### src/rtl/wb_pipe.sv
// Write-back stage: selects the result source, extracts and extends load data, and registers the RF write port.
// Latency: 1 cycle from MEM-stage inputs to wb_o/rd_o/we_o/valid_o, with a sustained throughput of 1 instr/cycle.
// Backpressure: stall_i holds every output and the counter; flush_i kills the capture and takes priority over stall_i.
module wb_pipe #(
    parameter int XLEN   = 32,
    parameter int REG_AW = 5,
    parameter int CNT_W  = 32
) (
    input  logic                        clk,
    input  logic                        rst,
    input  logic                        valid_i,
    input  logic                        stall_i,
    input  logic                        flush_i,
    input  logic [XLEN-1:0]             pc_4_i,
    input  logic [XLEN-1:0]             alu_i,
    input  logic [XLEN-1:0]             mem_i,
    input  logic [1:0]                  wb_sel_i,
    input  logic [2:0]                  funct3_i,
    input  logic [$clog2(XLEN/8)-1:0]   addr_lsb_i,
    input  logic [REG_AW-1:0]           rd_i,
    input  logic                        rd_we_i,
    output logic [XLEN-1:0]             wb_o,
    output logic [REG_AW-1:0]           rd_o,
    output logic                        we_o,
    output logic                        valid_o,
    output logic [CNT_W-1:0]            instret_o
);

    localparam int OFF_W = $clog2(XLEN/8);

    localparam logic [1:0] SEL_ALU  = 2'b00;
    localparam logic [1:0] SEL_MEM  = 2'b01;
    localparam logic [1:0] SEL_PC4  = 2'b10;

    localparam logic [2:0] F3_LB  = 3'b000;
    localparam logic [2:0] F3_LH  = 3'b001;
    localparam logic [2:0] F3_LW  = 3'b010;
    localparam logic [2:0] F3_LD  = 3'b011;
    localparam logic [2:0] F3_LBU = 3'b100;
    localparam logic [2:0] F3_LHU = 3'b101;
    localparam logic [2:0] F3_LWU = 3'b110;

    logic [7:0]      byte_raw;
    logic [15:0]     half_raw;
    logic [31:0]     word_raw;
    logic [XLEN-1:0] load_dat;
    logic [XLEN-1:0] sel_dat;
    logic            cap_we;

    // Byte lane picked directly by the byte offset; half lane drops offset bit 0 so misaligned LH reads the enclosing half.
    assign byte_raw = mem_i[{addr_lsb_i, 3'b000} +: 8];
    assign half_raw = mem_i[{addr_lsb_i[OFF_W-1:1], 4'b0000} +: 16];

    // Only a 64-bit datapath has two word lanes; the low offset bits are ignored for word loads.
    generate
        if (XLEN == 64) begin : g_word64
            assign word_raw = mem_i[{addr_lsb_i[OFF_W-1], 5'b00000} +: 32];
        end else begin : g_word32
            assign word_raw = mem_i[31:0];
        end
    endgenerate

    // Load alignment and sign/zero extension; encodings that don't apply to this XLEN pass the raw word through.
    always_comb begin
        load_dat = mem_i;
        case (funct3_i)
            F3_LB:  load_dat = XLEN'($signed(byte_raw));
            F3_LH:  load_dat = XLEN'($signed(half_raw));
            F3_LW:  load_dat = (XLEN == 64) ? XLEN'($signed(word_raw)) : mem_i;
            F3_LD:  load_dat = mem_i;
            F3_LBU: load_dat = XLEN'(byte_raw);
            F3_LHU: load_dat = XLEN'(half_raw);
            F3_LWU: load_dat = (XLEN == 64) ? XLEN'(word_raw) : mem_i;
            default: load_dat = mem_i;
        endcase
    end

    // Result source select; 11 aliases the ALU result.
    always_comb begin
        sel_dat = alu_i;
        case (wb_sel_i)
            SEL_ALU: sel_dat = alu_i;
            SEL_MEM: sel_dat = load_dat;
            SEL_PC4: sel_dat = pc_4_i;
            default: sel_dat = alu_i;
        endcase
    end

    // Writes to x0 never reach the register file, and a bubble never writes.
    assign cap_we = valid_i & rd_we_i & (rd_i != '0);

    // Pipeline register: flush kills the instruction being captured, stall freezes everything, otherwise capture.
    always_ff @(posedge clk or negedge rst) begin
        if (!rst) begin
            wb_o    <= '0;
            rd_o    <= '0;
            we_o    <= 1'b0;
            valid_o <= 1'b0;
        end else if (flush_i) begin
            valid_o <= 1'b0;
            we_o    <= 1'b0;
        end else if (!stall_i) begin
            valid_o <= valid_i;
            rd_o    <= rd_i;
            wb_o    <= sel_dat;
            we_o    <= cap_we;
        end
    end

    // Retired-instruction counter: counts live captures only and wraps naturally at its width.
    always_ff @(posedge clk or negedge rst) begin
        if (!rst) begin
            instret_o <= '0;
        end else if (!flush_i && !stall_i && valid_i) begin
            instret_o <= instret_o + CNT_W'(1);
        end
    end

endmodule

### config.mk
export PLATFORM = sky130hd
export DESIGN_NAME = wb_pipe
export DESIGN_NICKNAME = d
export VERILOG_FILES = /design/src/rtl/wb_pipe.sv
export SDC_FILE = /design/constraint.sdc
export NUM_CORES = 1
export LEC_CHECK = 0
export ABC_AREA = 1
export CAP_MARGIN = 20
export CELL_PAD_IN_SITES_DETAIL_PLACEMENT = 1
export CELL_PAD_IN_SITES_GLOBAL_PLACEMENT = 1
export CORE_ASPECT_RATIO = 1.2
export CORE_MARGIN = 2
export CORE_UTILIZATION = 32
export DETAILED_ROUTE_END_ITERATION = 7
export HOLD_SLACK_MARGIN = 0.02
export PLACE_DENSITY_LB_ADDON = 0.3
export SYNTH_ARGS = -nofsm -noshare
export SYNTH_HDL_FRONTEND = slang
export SYNTH_SLANG_ARGS = --single-unit
### constraint.sdc
create_clock -name clk -period 3.5 [get_ports clk]
set_clock_uncertainty 0.2 [all_clocks]
set_input_delay 0.35 -clock clk [delete_from_list [all_inputs] [get_ports clk]]
set_output_delay 0.35 -clock clk [all_outputs]
set_load 0.01 [all_outputs]
==> results.sh <==
export IMPL_rsz0062_at_grt="false"
export IMPL_status="finished clean"
export IMPL_grt_overflow=0
export IMPL_grt_pass1_wl_mm=29.7
export IMPL_cts_tree="built"
export IMPL_fin_crit_ps=2290
export IMPL_grt_max_degree=72
export IMPL_routedWlPerCell_um=16.4
export IMPL_area_delta_synth_final_pct=48.1
export IMPL_r2r_cells=7
export IMPL_path_cells="clkdlybuf4s50_1, nor2_4, nand2_4, inv_2, nand2_1, nor2_2, nand2_1, xor2_1"
export IMPL_vias=5577
export IMPL_pin_count=185
export IMPL_clk_path_buf_depth=2
export IMPL_die_x_um=117
export IMPL_drcViolationCount=0
export IMPL_syn_avg_cell_area_um2=6.25
export IMPL_worst_hold_path_type="register to register"
export IMPL_clk_latency_ps=340
export IMPL_syn_inst=781
export IMPL_antenna_found_initial=0
export IMPL_drive_gt1_share_pct=4.18
export IMPL_fmax_mhz=436
export IMPL_root_buffer="clkbuf_16"
export IMPL_ys_warn_count=0
export IMPL_portBuffers=184
export IMPL_reg2reg_from="instret_o[0]"
export IMPL_power_density_nw_per_um2=382
export IMPL_layout_cells_non_filler=1161
export IMPL_first_global_vias=5705
export IMPL_place_congestion=0.902
export IMPL_clk_pin_slew_ps=60
export IMPL_initial_core_util_pct=32.7
export IMPL_cp_arrival_ps=2320
export IMPL_crit_type="primary input to register"
export IMPL_wirelength_mm=19.1
export IMPL_layout_commonest_cell="nand2_1"
export IMPL_syn_area_um2=4880
export IMPL_power_leakage_uw=0.00348
export IMPL_synth_top_area_share_pct=36.4
export IMPL_setup_tns_ps=0
export IMPL_cp_start_kind="primary input"
export IMPL_yosysSeqAreaShare_pct=36.4
export IMPL_synth_cell_type_count=31
export IMPL_yosys_top_cells_area="dfrtp_1 (36%), nand2_1 (26%), a21oi_1 (9.0%), inv_1 (6.8%), nor2_1 (4.6%)"
export IMPL_multiInputGateArea_um2=2630
export IMPL_firstDrtPassIters=4
export IMPL_synth_nets=898
export IMPL_slew_limit_headroom_pct=34.0
export IMPL_ir_drop_mv=0.174
export IMPL_crit_start="stall_i"
export IMPL_final_setup_viol_count=0
export IMPL_mostFrequentLayoutCells="nand2_1 (339), clkdlybuf4s50_1 (183), inv_1 (89)"
export IMPL_hold_violations=0
export IMPL_cpMaxStageDelayCell="clkdlybuf4s50_1"
export IMPL_track_usage_pct=23.5
export IMPL_cts_resized=0
export IMPL_core_um2=15000
export IMPL_dp_hpwl_mm=14.6
export IMPL_row_count=49
export IMPL_nFillCells=1998
export IMPL_nets=1070
export IMPL_cts_inserted_buffers=9
export IMPL_dieHeight_um=139
export IMPL_yosysTopAreaCell="dfrtp_1"
export IMPL_finalCritPeriodShare_pct=65.5
export IMPL_tightest_slew_ps=990
export IMPL_crit_top_cell="nand2_1"
export IMPL_min_to="rd_o[0]"
export IMPL_final_max_slew_violation_count=0
export IMPL_end_kind="register"
export IMPL_vias_per_cell=4.80
export IMPL_antenna_left=0
export IMPL_dieArea_um2=16300
export IMPL_drt_iter0_markers=292
export IMPL_min_from="rd_o[0]"
export IMPL_r2r_end="instret_o[14]"
export IMPL_clock_sinks=71
export IMPL_rrSetupSlack_ps=1510
export IMPL_dp_cells=1144
export IMPL_slowest_delay_ps=490
export IMPL_cp_max_fo=19
export IMPL_layout_area_seq_um2=1780
export IMPL_required_ps=3520
export IMPL_synth_seq_cells=71
export IMPL_cts_max_level=3
export IMPL_maxCapViolCount=0
export IMPL_antenna_cells=0
export IMPL_min_path_cells=2
==> registers in the layout, indices dropped and copies added (netlist names) <==
register,cells
rd_o,5
instret_o,32
we_o,1
valid_o,1
wb_o,32
==> layout make-up <==
type                       instances  share of cell area, %
clock buffer                      11                   3.49
clock inverter                     4                  0.744
inverter                          93                   4.86
multi-input combinational        587                   36.3
sequential                        71                   24.6
tap                              204                   3.53
timing repair buffer             191                   26.5
==> worst max path at each step <==
stage,endpoint,slack (ps),cells past startpoint
floorplan,instret_o[14],1780,7
global placement,instret_o[14],890,8
detailed placement,instret_o[14],820,8
CTS,instret_o[14],1190,8
global route,instret_o[14],1020,8
finish,instret_o[14],1210,8
==> metal layers <==
layer  share of wire (%)  routed length (um)  track usage, %
met1                  42                7950            29.0
met3                 6.0                1150            4.66
met5                   0                   0               0
met4                 2.5                 486            8.30
met2                  50                9500            40.4
==> worst max-delay path, delay by kind of cell <==
family                 cells  cell delay [ps]
AND/OR/NAND/NOR            5             1010
buffers and inverters      2              800
XOR/XNOR                   1              150
==> per-stage QoR <==
stage	setup slack, ps	hold WS [ps]	total power, uW	area [um2]	util (%)
6_report	1210	271	2760	7230	48.4
5_1_grt	1020	299	2900	7230	48.4
4_1_cts	1190	274	2800	7210	48.2
3_5_place_dp	824	261	1810	6900	46.1
3_3_place_gp	888	253	1790	6900	46.1
2_1_floorplan	1780	-146	1340	4880	-
==> synth_stat cells (all sizes together) <==
| library cell | n |
|---|---|
| a21oi | 90 |
| and3 | 1 |
| buf | 7 |
| clkbuf | 23 |
| dfrtp | 71 |
| ha | 3 |
| inv | 93 |
| nand2 | 343 |
| nand3 | 34 |
| nand3b | 6 |
| nand4 | 4 |
| nor2 | 63 |
| nor3 | 9 |
| nor4 | 1 |
| o211ai | 7 |
| o21ai | 9 |
| xnor2 | 7 |
| xor2 | 10 |
==> kinds of logic (layout without fill, tap and decap cells) <==
group           count (synthesis)  in the layout  share of synthesized area, %
compound gates                106            106                          11.4
xor+xnor                       17             17                          3.05
fa+ha+maj                       3              3                         0.769
buf+inv                       123            299                          9.94
flops                          71             71                          36.4
simple gates                  461            461                          38.5
==> report_power, final <==
| part | switching [uW] | leakage (uW) | internal (uW) |
|---|---|---|---|
| registers | 83.9 | 0.000922 | 919 |
| logic | 394 | 0.00241 | 399 |
| clock network | 375 | 0.000144 | 590 |
==> timing repair <==
item / in CTS / in global routing
setup buffers: 0 / 0
hold endpoints to repair: 15 / 0
hold buffers: 1 / 0
Power figures use the tool's default switching activity.
